## src/rtl/id_stage_reg_pkg.sv

```systemverilog
// Shared constants for the ID/EXE pipeline register.
// Holds the EXE command encodings, status-bit ordering and the bubble control word.
package id_stage_reg_pkg;

  localparam logic [3:0] EXE_NOP = 4'b0000;
  localparam logic [3:0] EXE_MOV = 4'b0001;
  localparam logic [3:0] EXE_ADD = 4'b0010;
  localparam logic [3:0] EXE_ADC = 4'b0011;
  localparam logic [3:0] EXE_SUB = 4'b0100;
  localparam logic [3:0] EXE_SBC = 4'b0101;
  localparam logic [3:0] EXE_AND = 4'b0110;
  localparam logic [3:0] EXE_ORR = 4'b0111;
  localparam logic [3:0] EXE_EOR = 4'b1000;
  localparam logic [3:0] EXE_MVN = 4'b1001;

  // Status vector ordering is {z, c, n, v}.
  localparam int STATUS_Z = 3;
  localparam int STATUS_C = 2;
  localparam int STATUS_N = 1;
  localparam int STATUS_V = 0;

  typedef struct packed {
    logic valid;
    logic wb_en;
    logic mem_r_en;
    logic mem_w_en;
    logic b;
    logic s;
  } ctrl_t;

  localparam ctrl_t BUBBLE_CTRL = '0;

endpackage

```

## src/rtl/id_stage_reg_pipe_reg.sv

```systemverilog
// Generic W-bit pipeline register with synchronous reset and a hold input.
module pipe_reg #(
  parameter int W = 8
) (
  input  logic         clk,
  input  logic         rst,
  input  logic         freeze,
  input  logic [W-1:0] d,
  output logic [W-1:0] q
);

  always_ff @(posedge clk) begin
    if (rst) begin
      q <= '0;
    end else if (!freeze) begin
      q <= d;
    end
  end

endmodule

```

## src/rtl/id_stage_reg.sv

```systemverilog
// ID/EXE pipeline register: captures decoded control, operands and flags,
// turning the instruction into a bubble on flush, hazard, failed condition or empty ID.
module id_stage_reg
  import id_stage_reg_pkg::*;
#(
  parameter int DATA_W    = 32,
  parameter int REG_IDX_W = 4
) (
  input  logic                 clk,
  input  logic                 rst,
  input  logic                 freeze,
  input  logic                 flush,
  input  logic                 cond_pass,
  input  logic                 hazard,
  input  logic                 id_valid,
  input  logic                 wb_en_in,
  input  logic                 mem_r_en_in,
  input  logic                 mem_w_en_in,
  input  logic                 b_in,
  input  logic                 s_in,
  input  logic [3:0]           exe_cmd_in,
  input  logic [DATA_W-1:0]    pc_in,
  input  logic [DATA_W-1:0]    val_rn_in,
  input  logic [DATA_W-1:0]    val_rm_in,
  input  logic                 imm_in,
  input  logic [11:0]          shift_operand_in,
  input  logic [23:0]          signed_imm_24_in,
  input  logic [REG_IDX_W-1:0] dest_in,
  input  logic [REG_IDX_W-1:0] src1_in,
  input  logic [REG_IDX_W-1:0] src2_in,
  input  logic [3:0]           status_in,
  output logic                 valid_out,
  output logic                 wb_en_out,
  output logic                 mem_r_en_out,
  output logic                 mem_w_en_out,
  output logic                 b_out,
  output logic                 s_out,
  output logic [3:0]           exe_cmd_out,
  output logic [DATA_W-1:0]    pc_out,
  output logic [DATA_W-1:0]    val_rn_out,
  output logic [DATA_W-1:0]    val_rm_out,
  output logic                 imm_out,
  output logic [11:0]          shift_operand_out,
  output logic [23:0]          signed_imm_24_out,
  output logic [REG_IDX_W-1:0] dest_out,
  output logic [REG_IDX_W-1:0] src1_out,
  output logic [REG_IDX_W-1:0] src2_out,
  output logic [3:0]           status_out
);

  localparam int DW = 4 + 3*DATA_W + 1 + 12 + 24 + 3*REG_IDX_W + 4;

  logic          kill;
  logic          hold;
  ctrl_t         ctrl_d;
  ctrl_t         ctrl_q;
  logic [DW-1:0] data_d;
  logic [DW-1:0] data_q;

  // A taken branch must squash even a frozen instruction, so flush overrides the hold.
  assign kill = flush | hazard | ~cond_pass | ~id_valid;
  assign hold = freeze & ~flush;

  always_comb begin
    ctrl_d = BUBBLE_CTRL;
    if (!kill) begin
      ctrl_d = '{valid: 1'b1, wb_en: wb_en_in, mem_r_en: mem_r_en_in,
                 mem_w_en: mem_w_en_in, b: b_in, s: s_in};
    end
  end

  always_ff @(posedge clk) begin
    if (rst) begin
      ctrl_q <= BUBBLE_CTRL;
    end else if (!hold) begin
      ctrl_q <= ctrl_d;
    end
  end

  assign valid_out    = ctrl_q.valid;
  assign wb_en_out    = ctrl_q.wb_en;
  assign mem_r_en_out = ctrl_q.mem_r_en;
  assign mem_w_en_out = ctrl_q.mem_w_en;
  assign b_out        = ctrl_q.b;
  assign s_out        = ctrl_q.s;

  // Data fields load even for bubbles; only the enables above are squashed.
  assign data_d = {exe_cmd_in, pc_in, val_rn_in, val_rm_in, imm_in, shift_operand_in,
                   signed_imm_24_in, dest_in, src1_in, src2_in, status_in};

  pipe_reg #(.W(DW)) u_data (
    .clk    (clk),
    .rst    (rst),
    .freeze (hold),
    .d      (data_d),
    .q      (data_q)
  );

  assign {exe_cmd_out, pc_out, val_rn_out, val_rm_out, imm_out, shift_operand_out,
          signed_imm_24_out, dest_out, src1_out, src2_out, status_out} = data_q;

endmodule

```

## config.mk

```make
export PLATFORM = sky130hd
export DESIGN_NAME = id_stage_reg
export DESIGN_NICKNAME = d
export VERILOG_FILES = /design/src/rtl/id_stage_reg_pkg.sv /design/src/rtl/id_stage_reg_pipe_reg.sv /design/src/rtl/id_stage_reg.sv
export SDC_FILE = /design/constraint.sdc
export NUM_CORES = 1
export LEC_CHECK = 0
export BUFFER_PORTS_ARGS = -buffer_cell sky130_fd_sc_hd__buf_2
export CAP_MARGIN = 20
export CORE_MARGIN = 2
export CORE_UTILIZATION = 35
export DETAILED_ROUTE_END_ITERATION = 10
export PLACE_DENSITY = 0.66
export SLEW_MARGIN = 10
export SYNTH_ARGS = -nofsm -noshare
export SYNTH_HDL_FRONTEND = slang
export SYNTH_HIERARCHICAL = 1
export SYNTH_SLANG_ARGS = --single-unit
```

## constraint.sdc

```tcl
create_clock -name clk -period 2.3 [get_ports clk]
set_input_delay 0.115 -clock clk [delete_from_list [all_inputs] [get_ports clk]]
set_output_delay 0.115 -clock clk [all_outputs]
set_load 0.02 [all_outputs]
```

==> key figures <==
Outcome
  • Status: finished clean

Floorplanning
  • Row Count: 46
  • Starting density of the core: 35.57%
  • Area of the die: 17120 um2
  • Die Wd: around 130 um
  • Core area: between 15000 and 20000 um2
  • Number of I/O pins: roughly 320
  • Die Span Y: 130.8 um

Final layout
  • Final #Nets: roughly 1100
  • Area growth from synthesis to final layout: 70.56%
  • Commonest non-fill, non-tap cell in the layout: buf_2
  • Most frequent cells in the layout: buf_2 (322), dfxtp_1 (159), dlygate4sd3_1 (158), nor2_1 (154), mux2i_1 (153)
  • Layout Cells excl Fill: ~1200
  • Fraction of layout cells with a size suffix above 1: approximately 37%

STA
  • Setup total negative slack: 0 ns
  • Final worst path period need: 1.150 ns
  • Fin crit share: 50.00%
  • Slew headroom: 49.97%
  • RSZ-0062 raised after global routing: false
  • Worst-margin pin slew: 0.7505 ns
  • Max frequency: 0.8695 GHz
  • Final hold violations: 0
  • Setup Viol. Count Final: 0
  • Clock Skew: 0 ns
  • Slew Viols, Final: 0

Power
  • Pint: roughly 0.0053 W
  • Combinational fraction of design power: 16.2%
  • Switching share of total power: about a quarter
  • Pwr Density: 744.5 nW/um2
  • VDD IR-drop max: 0.4407 mV
  • Net Switching: 0.001821 W
  • Sequential Power Share: around 42%
  • Clk pwr share: a little over two fifths
  • Static leakage: 4.692 nW

Synth
  • Yosys reg bits: ~160
  • Synth Cell Area: 5630 um2
  • Synthesized netlist cell count: 509
  • Post-synth net total: around 670
  • Post-synthesis cell type count: 12
  • Avg Cell Area, Syn: about 11 um2
  • Sequential fraction of the synthesis area: 56.53%
  • Yosys warning count: 6

Setup path
  • CP Launch Point: flush
  • Crit start category: primary input
  • Critical path peak fanout: 26
  • CP Data Required Time: 2.59 ns
  • Critical path arrival: 1.44 ns
  • Crit. End Element: flop
  • Kind of critical path: primary input to flop
  • Worst r2r src: u_data/q[27]
  • Reg2Reg Depth: 2

Global routing
  • Largest net degree at the start of global routing: 84
  • Antenna violations before repair: 1
  • GRT busiest layer: met2
  • Grt met2 use: 32.97%
  • Global-route wire length before repair: 25.36 mm
  • M1 GR Usage: about a fifth
  • GR Util met3: 6.881%
  • Total GRT Usage: 18.83%
  • Grt total ovfl: 0
  • Number of global-route vias before repair: 5275

Detailed routing
  • WL final: 17.33 mm
  • Drt pass-1 iters: 4
  • Via count: 5379
  • Residual DRC count: 0
  • 1st-iter DRT viols: roughly 170
  • Vias per cell: around 4.4
  • Final ANT Viol Nets: 0
  • Wirelength per Cell: 14.30 um

Clocking
  • CTS Hold Bufs: 158
  • Reg clk slew, reported paths: 0.06 ns
  • CTS tree: done
  • Post-CTS Setup Inserts: 0
  • Worst skew pair latency: 0.42 ns
  • Clk root buf: clkbuf_16
  • Cts repair resizes: 0
  • Clock Sinks: 159
  • CTS Buf Count: 17
  • Clock buffer depth: 2
  • H-Tree Depth: 4

Place
  • Placer congestion estimate: between 0.7 and 0.8
  • Placed cell count: 1021
  • # port buffers: 323
  • DP HPWL: ~10 mm

Flow run
  • Max cap viols: 0

Worst hold path
  • Hold_sp: rst
  • Worst hold path depth: 3
  • Min-delay worst type: primary input to flop
[critical path, stage by stage]
cell	delay, ns
buf_2	0.14
nor2b_4	0.34
buf_4	0.48
mux2i_1	0.28
nor2_1	0.06
[final timing paths]
check	to	slack (ns)
hold reg to reg	u_data/q[129]	0.49
hold / removal	mem_w_en_out	0.18
setup reg to reg	u_data/q[27]	1.59
setup / recovery	u_data/q[43]	1.15
[stage by stage]
stage / hold slack, ns / setup slack (ns) / total power (W) / utilization [%] / area, um2
floorplan: 0.2589 / 1.272 / 0.003630 / - / 5630
global placement: 0.3415 / 0.8050 / 0.003982 / 46.66 / 7386
detailed placement: 0.3528 / 0.7518 / 0.003995 / 46.66 / 7386
CTS: 0.1462 / 1.195 / 0.007196 / 60.66 / 9600
global route: 0.1660 / 1.095 / 0.007428 / 60.67 / 9603
finish: 0.1786 / 1.150 / 0.007149 / 60.67 / 9603
[area by class of cell]
class                   instances  area, um2
clock inverters                11      152.6
diodes                          1      2.502
repair buffers                488       3291
multi-input cells             316       2223
well taps                     216      270.3
clock buffers                  21      480.5
flip-flops and latches        159       3183
fillers                      1253       6225
[cells by family after synthesis]
logic type             synth area share (%)
AND/OR/NAND/NOR                       11.00
buffers and inverters                 4.111
flip-flops                            56.53
AO/OA/AOI/OAI                         1.156
multiplexers                          27.20
[synth_stat cells]
| cell | number | area [um2] |
|---|---|---|
| a32o_2 | 5 | 56.30 |
| a22o_1 | 1 | 8.760 |
| nor2b_1 | 1 | 6.260 |
| mux2i_1 | 153 | 1531 |
| and4bb_4 | 1 | 16.27 |
| buf_2 | 8 | 40.04 |
| clkbuf_1 | 9 | 33.78 |
| buf_4 | 9 | 67.56 |
| nor3b_4 | 1 | 18.77 |
| nor2_1 | 154 | 578.1 |
| dfxtp_1 | 159 | 3183 |
| buf_6 | 8 | 90.09 |
[power by group through the flow]
stage / clock network, W / logic [W] / registers (W)
after floorplan: 0 / 0.000346 / 0.00328
after global placement: 0 / 0.000918 / 0.00306
after detailed placement: 0 / 0.000927 / 0.00307
after CTS: 0.00305 / 0.00114 / 0.00301
after global routing: 0.00315 / 0.00124 / 0.00304
final: 0.00298 / 0.00116 / 0.00302
[layer usage]
| metal | up-vias | part of all wire [%] |
|---|---|---|
| li1 | 2644 | - |
| met1 | 2466 | 41 |
| met2 | 240 | 49 |
| met3 | 29 | 8.1 |
| met4 | 0 | 2.2 |
| met5 | - | 0 |
[registers in the layout (all words and copies together) (netlist names)]
register	count
mem_w_en_out	1
b_out	1
u_data/q	153
wb_en_out	1
s_out	1
valid_out	1
mem_r_en_out	1
No activity file was read; power rests on OpenSTA's default activity.
